==> config.mk <==
export PLATFORM = sky130hd
export DESIGN_NAME = muldiv_sequencer_flat
export DESIGN_NICKNAME = d
export VERILOG_FILES = /design/src/rtl/muldiv_sequencer_if.sv /design/src/rtl/muldiv_sequencer.sv /design/src/flat_wrapper.sv
export SDC_FILE = /design/constraint.sdc
export NUM_CORES = 1
export LEC_CHECK = 0
export ABC_AREA = 0
export CAP_MARGIN = 20
export CORE_AREA = 2 2 215 217
export CTS_CLUSTER_DIAMETER = 100
export CTS_CLUSTER_SIZE = 40
export DETAILED_ROUTE_END_ITERATION = 10
export DIE_AREA = 0 0 217 219
export PLACE_DENSITY = 0.52
export SLEW_MARGIN = 20
export SYNTH_ARGS = -nofsm -noshare
export SYNTH_HDL_FRONTEND = slang
export SYNTH_SLANG_ARGS = --single-unit
export TNS_END_PERCENT = 30
==> constraint.sdc <==
create_clock -name clk -period 10.46 [get_ports clk]
set_input_delay 1.569 -clock clk [delete_from_list [all_inputs] [get_ports clk]]
set_output_delay 1.569 -clock clk [all_outputs]
set_load 0.02 [all_outputs]
==> src/rtl/muldiv_sequencer_if.sv <==
`default_nettype none
// ============================================================================
// Module      : muldiv_sequencer_if
// Description : Request/result bundle between EX-stage control and the
//               iterative multiply/divide engine.
//               master : start, op, op1, op2, flush  ->  engine
//               slave  : busy, done, div_by_zero, hi, lo  ->  requester
// Revision    : 1.0 - initial release
// ============================================================================
interface muldiv_sequencer_if #(
    parameter int WIDTH = 32
) ();
    logic             start;
    logic [1:0]       op;
    logic [WIDTH-1:0] op1;
    logic [WIDTH-1:0] op2;
    logic             flush;
    logic             busy;
    logic             done;
    logic             div_by_zero;
    logic [WIDTH-1:0] hi;
    logic [WIDTH-1:0] lo;

    modport master (
        output start, op, op1, op2, flush,
        input  busy, done, div_by_zero, hi, lo
    );

    modport slave (
        input  start, op, op1, op2, flush,
        output busy, done, div_by_zero, hi, lo
    );
endinterface
`default_nettype wire

==> src/rtl/muldiv_sequencer.sv <==
`default_nettype none
// ============================================================================
// Module      : muldiv_sequencer
// Description : Iterative radix-2 multiply/divide engine with HI/LO results.
//               Ops: 00 MULT, 01 MULTU, 10 DIV, 11 DIVU.
//               One bit is processed per clock, so an operation spends
//               WIDTH cycles in RUN. Signed ops iterate on magnitudes and
//               fix the sign once at the end.
// Ports       : clk    - rising-edge clock
//               rst_n  - asynchronous reset, active low
//               bus    - slave side of muldiv_sequencer_if
//                        (start/op/op1/op2/flush in,
//                         busy/done/div_by_zero/hi/lo out)
// Revision    : 1.0 - initial release
// ============================================================================
module muldiv_sequencer #(
    parameter int WIDTH = 32
) (
    input  wire logic           clk,
    input  wire logic           rst_n,
    muldiv_sequencer_if.slave   bus
);
    localparam int CW = $clog2(WIDTH);

    typedef enum logic [1:0] {
        S_IDLE = 2'd0,
        S_RUN  = 2'd1,
        S_DONE = 2'd2
    } state_t;

    state_t           r_state;
    logic [CW-1:0]    r_cnt;
    logic [WIDTH-1:0] r_a;       // multiplicand (mult) or divisor (div) magnitude
    logic [WIDTH-1:0] r_acc;     // upper product half (mult) or partial remainder (div)
    logic [WIDTH-1:0] r_q;       // multiplier shifting out (mult) or dividend->quotient (div)
    logic             r_is_div;
    logic             r_neg_res; // operand signs differ on a signed op
    logic             r_neg_rem; // signed divide with negative dividend
    logic             r_busy;
    logic             r_done;
    logic             r_dbz;
    logic [WIDTH-1:0] r_hi;
    logic [WIDTH-1:0] r_lo;

    // ------------------------------------------------------------------
    // Operand magnitudes at accept time
    // ------------------------------------------------------------------
    logic             w_signed_op;
    logic             w_is_div;
    logic [WIDTH-1:0] w_mag1;
    logic [WIDTH-1:0] w_mag2;
    logic             w_accept;

    assign w_signed_op = ~bus.op[0];
    assign w_is_div    = bus.op[1];
    assign w_mag1      = (w_signed_op && bus.op1[WIDTH-1]) ? (~bus.op1 + 1'b1) : bus.op1;
    assign w_mag2      = (w_signed_op && bus.op2[WIDTH-1]) ? (~bus.op2 + 1'b1) : bus.op2;
    // flush wins over a coincident start
    assign w_accept    = bus.start && !bus.flush;

    // ------------------------------------------------------------------
    // One radix-2 step
    // ------------------------------------------------------------------
    logic [WIDTH:0]     w_sum;
    logic [WIDTH:0]     w_m_acc;
    logic [WIDTH:0]     w_shift;
    logic [WIDTH-1:0]   w_sub;
    logic               w_fits;
    logic [WIDTH-1:0]   w_next_acc;
    logic [WIDTH-1:0]   w_next_q;
    logic [2*WIDTH-1:0] w_prod;
    logic [WIDTH-1:0]   w_fin_hi;
    logic [WIDTH-1:0]   w_fin_lo;

    always_comb begin
        w_sum   = {1'b0, r_acc} + {1'b0, r_a};
        w_m_acc = r_q[0] ? w_sum : {1'b0, r_acc};
        w_shift = {r_acc, r_q[WIDTH-1]};
        w_fits  = (w_shift >= {1'b0, r_a});
        // Partial remainder stays below the divisor, so the difference
        // always fits in WIDTH bits when it is taken.
        w_sub   = w_shift[WIDTH-1:0] - r_a;

        if (r_is_div) begin
            w_next_acc = w_fits ? w_sub : w_shift[WIDTH-1:0];
            w_next_q   = {r_q[WIDTH-2:0], w_fits};
        end else begin
            // {acc, q} shifts right one place with the adder carry entering on top
            w_next_acc = w_m_acc[WIDTH:1];
            w_next_q   = {w_m_acc[0], r_q[WIDTH-1:1]};
        end

        w_prod = {w_next_acc, w_next_q};
        if (r_neg_res) begin
            w_prod = ~w_prod + 1'b1;
        end

        if (r_is_div) begin
            w_fin_lo = r_neg_res ? (~w_next_q + 1'b1) : w_next_q;
            w_fin_hi = r_neg_rem ? (~w_next_acc + 1'b1) : w_next_acc;
        end else begin
            w_fin_lo = w_prod[WIDTH-1:0];
            w_fin_hi = w_prod[2*WIDTH-1:WIDTH];
        end
    end

    // ------------------------------------------------------------------
    // Control FSM with registered outputs
    // ------------------------------------------------------------------
    always_ff @(posedge clk or negedge rst_n) begin
        if (!rst_n) begin
            r_state   <= S_IDLE;
            r_cnt     <= '0;
            r_a       <= '0;
            r_acc     <= '0;
            r_q       <= '0;
            r_is_div  <= 1'b0;
            r_neg_res <= 1'b0;
            r_neg_rem <= 1'b0;
            r_busy    <= 1'b0;
            r_done    <= 1'b0;
            r_dbz     <= 1'b0;
            r_hi      <= '0;
            r_lo      <= '0;
        end else begin
            case (r_state)
                S_IDLE, S_DONE: begin
                    r_done <= 1'b0;
                    if (w_accept) begin
                        r_dbz     <= 1'b0;
                        r_is_div  <= w_is_div;
                        r_neg_res <= w_signed_op & (bus.op1[WIDTH-1] ^ bus.op2[WIDTH-1]);
                        r_neg_rem <= w_signed_op & bus.op1[WIDTH-1];
                        if (w_is_div && (bus.op2 == '0)) begin
                            // No iteration: report immediately, hi/lo untouched
                            r_state <= S_DONE;
                            r_done  <= 1'b1;
                            r_dbz   <= 1'b1;
                        end else begin
                            r_state <= S_RUN;
                            r_busy  <= 1'b1;
                            r_cnt   <= CW'(WIDTH-1);
                            r_acc   <= '0;
                            r_a     <= w_is_div ? w_mag2 : w_mag1;
                            r_q     <= w_is_div ? w_mag1 : w_mag2;
                        end
                    end else begin
                        r_state <= S_IDLE;
                    end
                end

                S_RUN: begin
                    if (bus.flush) begin
                        r_state <= S_IDLE;
                        r_busy  <= 1'b0;
                    end else begin
                        r_acc <= w_next_acc;
                        r_q   <= w_next_q;
                        if (r_cnt == '0) begin
                            r_state <= S_DONE;
                            r_busy  <= 1'b0;
                            r_done  <= 1'b1;
                            r_hi    <= w_fin_hi;
                            r_lo    <= w_fin_lo;
                        end else begin
                            r_cnt <= r_cnt - 1'b1;
                        end
                    end
                end

                default: begin
                    r_state <= S_IDLE;
                    r_busy  <= 1'b0;
                    r_done  <= 1'b0;
                end
            endcase
        end
    end

    assign bus.busy        = r_busy;
    assign bus.done        = r_done;
    assign bus.div_by_zero = r_dbz;
    assign bus.hi          = r_hi;
    assign bus.lo          = r_lo;
endmodule
`default_nettype wire

==> src/flat_wrapper.sv <==
// flat-port wrapper written by rule: the top's interface ports become plain ports
module muldiv_sequencer_flat 
#(
    parameter int WIDTH = 32
)
  (clk, rst_n, bus_start, bus_op, bus_op1, bus_op2, bus_flush, bus_busy, bus_done, bus_div_by_zero, bus_hi, bus_lo);
  muldiv_sequencer_if #(.WIDTH(WIDTH)) bus_i ();
  input  wire logic clk;
  input  wire logic rst_n;
  input wire logic [$bits(bus_i.start)-1:0] bus_start;
  input wire logic [$bits(bus_i.op)-1:0] bus_op;
  input wire logic [$bits(bus_i.op1)-1:0] bus_op1;
  input wire logic [$bits(bus_i.op2)-1:0] bus_op2;
  input wire logic [$bits(bus_i.flush)-1:0] bus_flush;
  output wire logic [$bits(bus_i.busy)-1:0] bus_busy;
  output wire logic [$bits(bus_i.done)-1:0] bus_done;
  output wire logic [$bits(bus_i.div_by_zero)-1:0] bus_div_by_zero;
  output wire logic [$bits(bus_i.hi)-1:0] bus_hi;
  output wire logic [$bits(bus_i.lo)-1:0] bus_lo;
  assign bus_i.start = bus_start;
  assign bus_i.op = bus_op;
  assign bus_i.op1 = bus_op1;
  assign bus_i.op2 = bus_op2;
  assign bus_i.flush = bus_flush;
  assign bus_busy = bus_i.busy;
  assign bus_done = bus_i.done;
  assign bus_div_by_zero = bus_i.div_by_zero;
  assign bus_hi = bus_i.hi;
  assign bus_lo = bus_i.lo;
  muldiv_sequencer #(.WIDTH(WIDTH)) u_core (.clk(clk), .rst_n(rst_n), .bus(bus_i));
endmodule
==> impl_metrics.tcl <==
set metrics [dict create \
    grt_antenna_before_repair 0 \
    crit_chain "inv_1 -> ha_1 -> a21oi_1 -> o21ai_1 -> a22oi_1 -> a31oi_1 -> or2_0 -> buf_4 -> nor2_4 -> nand2_1 -> o21ai_0 -> ha_1 -> o21ai_0 -> nor3_1 -> nand3b_1 -> or3_1 -> or4b_1 -> nor2b_1 -> nand2b_1 -> nand2b_1 -> o41ai_1 -> xnor2_1 -> o21ai_1" \
    insertion_delay_ns 0.47 \
    busiest_layer "met2" \
    yosysSeqAreaShare_pct 28.4 \
    place_congestion 0.961 \
    min_path_cells 2 \
    gr-total-overflow 0 \
    mostFrequentLayoutCell "nand2_1" \
    netlist.area_leader.share_pct 28.4 \
    post-place-cells 2619 \
    worstMarginPinSlew_ns 1.03 \
    path_buf_inv 2 \
    synth_cells 1979 \
    synth.area.mux_share_pct 2.96 \
    dp_hpwl_um 47100 \
    synth_compound_area_share_pct 28.2 \
    grt_use_met3_pct 3.15 \
    ctsRootBufferMaster "clkbuf_16" \
    crit_path_end_kind "flop" \
    layout.cells.non_filler 2651 \
    postRouteWirelength_um 60200 \
    cap_violations 0 \
    num_rows 78 \
    die_w_um 217 \
    grt_pass1_wl_um 92600 \
    path_max_fanout 18 \
    ys_async_sr_fraction_pct 100 \
    via_per_inst 5.76 \
    grtUsageTotal_pct 25.7 \
    synth.lib_cells_used.distinct 96 \
    vias 15300 \
    synth_fp_nets 2121 \
    grt_pass1_vias 15000 \
    powerDensity_mw_per_mm2 289 \
    cts.sinks 173 \
    cp_data_arrival_time_ns 6.89 \
    synth-edff-count 0 \
    dr.pass1.iters 5 \
    final_hold_viol_count 0 \
    synthesis.area_mm2 0.0153 \
    synth_ff_type "dfrtp_1" \
    synth_top_family_by_area "compound AO/OA/AOI/OAI gates" \
    use_met2_pct 43.1 \
    start_util_pct 33.8 \
    max_slew_margin_pct 30.8 \
    synthTopCellsByArea "dfrtp_1, o21ai_0, nand2_1" \
    ys_seq_elements 173 \
    drc 0 \
    outcome "complete, no violations" \
    synthSimpleGateAreaFrac_pct 20.0 \
    place_area_mm2 0.0171 \
    min-delay-path-class "flop to flop" \
    cts_setup_buffers 0 \
    clk_pin_slew_worst_paths_ns 0.08 \
    area_growth_pct 16.2 \
    dieArea_mm2 0.0475 \
    critical_path_class "flop to flop" \
    hold_ws_ns 0.479 \
    start_kind "flop" \
    r2r-start "u_core.r_a[24]" \
    setup_viol 0 \
    rr_endpoint "u_core.bus.hi[26]" \
    ant_nets 0 \
    synth-xor-area-share_pct 9.59 \
    cp.required_ns 10.80 \
    io_pins 137 \
    cpPeakStageDelay_ns 0.60 \
    grt_start_max_net_pins 127 \
    final.fill_count 4746 \
    p_leak_nw 7.20 \
    drt-initial-drc-count 1098 \
    critical-path-top-delay-family "simple AND/OR/NAND/NOR gates" \
    final_nets 2180 \
    diodes 0 \
    synth_top_area_cell "dfrtp_1" \
    fin_skew_ns 0.0142 \
    hold_buffers 0 \
    crit_slowest_cell "or4b_1" \
    yosysWarnings 0 \
    rsz0062_at_grt "false" \
    drv_slew 0 \
    core_region_area_mm2 0.0451 \
    synthAdderAreaFrac_pct 6.00 \
    fin_util_pct 39.3 \
    cts_resized 0 \
    finalCritPeriodShare_pct 62.7 \
    cts_made_buffers 17 \
    synth_area_per_cell_um2 7.71 \
    vdd_drop_max_uv 187 \
    drt-wirelength-per-cell_um 22.7 \
    hold_start "u_core.bus.hi[19]" \
    reg2reg_setup_slack_ns 3.91 \
    ctsLongestPathBuffers 2 \
    hold_end "u_core.bus.hi[19]" \
    design_area_mm2 0.0177 \
    portBuffers 136 \
    fin_crit_ns 6.55 \
    tns_ns 0 \
    fmax_mhz 153 \
    ctsHtreeMaxLevel 4 \
    cts_tree "yes" \
    die_y_um 219 \
    use_met1_pct 33.9 \
    ff2ff_path_depth 23 \
    mostFrequentLayoutCells "nand2_1, o21ai_0, dfrtp_1, a21oi_1, nor2_1" \
    drive_gt1_share_pct 5.41 \
]
-- worst register-to-register path, delay by kind of cell, from the launching register on --
kind / cells / cell delay (ns)
buf+inv: 2 / 0.29
simple gates: 10 / 3.21
flops: 1 / 0.50
fa+ha+maj: 2 / 0.67
compound gates: 8 / 1.60
xor+xnor: 1 / 0.17
-- per-stage QoR --
| step | setup WS [ns] | total power [W] |
|---|---|---|
| global placement | 4.12 | 0.00439 |
| global route | 3.50 | 0.00546 |
| detailed placement | 4.01 | 0.00438 |
| floorplan | 4.96 | 0.00323 |
| finish | 3.91 | 0.00512 |
| CTS | 3.98 | 0.00509 |
-- where the power goes --
group / internal (W) / total [W] / switching [W]
combinational: 0.00118 / 0.00338 / 0.00221
sequential: 0.000800 / 0.00105 / 0.000250
clock: 0.000346 / 0.000688 / 0.000343
-- worst max path at each step --
stage | start | endpoint | slack, ns | depth (start not counted)
final | u_core.r_a[24] | u_core.bus.hi[26] | 3.91 | 23
after global routing | u_core.r_a[22] | u_core.bus.hi[26] | 3.50 | 23
after CTS | u_core.r_a[24] | u_core.bus.hi[26] | 3.98 | 23
after floorplan | u_core.r_is_div | u_core.bus.hi[26] | 4.96 | 22
after detailed placement | u_core.r_a[24] | u_core.bus.hi[26] | 4.01 | 23
after global placement | u_core.r_a[24] | u_core.bus.hi[26] | 4.12 | 23
-- registers in the layout, summed over array words and instances, names as in the netlist, 2 cells and up --
register / count
u_core.r_state: 2
u_core.r_q: 32
u_core.r_a: 32
u_core.bus.hi: 32
u_core.r_cnt: 5
u_core.bus.lo: 32
u_core.r_acc: 32
-- layout make-up --
cell class                      instances  area [um^2]  area share [%]
Clock inverter                         15          196            1.11
Clock buffer                           17          425            2.40
Sequential cell                       173         4330            24.5
Multi-Input combinational cell       1620        10200            57.7
Timing Repair Buffer                  160         1540            8.71
Tap cell                              600          751            4.24
Inverter                               66          248            1.40
-- cell usage after synthesis, drive strengths merged, types with 34 or more instances --
master,n
dfrtp,173
clkbuf,86
ha,70
xnor2,103
nor2,160
buf,34
inv,65
xor2,64
a21oi,172
nor3,47
nand2,276
mux2i,35
o21ai,227
-- cell families after synthesis --
logic type / after synthesis
adder cells (fa/ha/maj): 72
AND/OR/NAND/NOR: 661
XOR/XNOR: 167
flip-flops: 173
buffers and inverters: 186
AO/OA/AOI/OAI: 676
multiplexers: 44
-- metal layers --
| layer | vias up | part of all wire, % | routed length, um |
|---|---|---|---|
| met5 | - | 0 | 0 |
| met4 | 0 | 3.5 | 2100 |
| met3 | 84 | 4.7 | 2840 |
| met2 | 512 | 47 | 28500 |
| met1 | 7365 | 44 | 26800 |
| li1 | 7300 | - | - |
No activity file was read; power rests on OpenSTA's default activity.
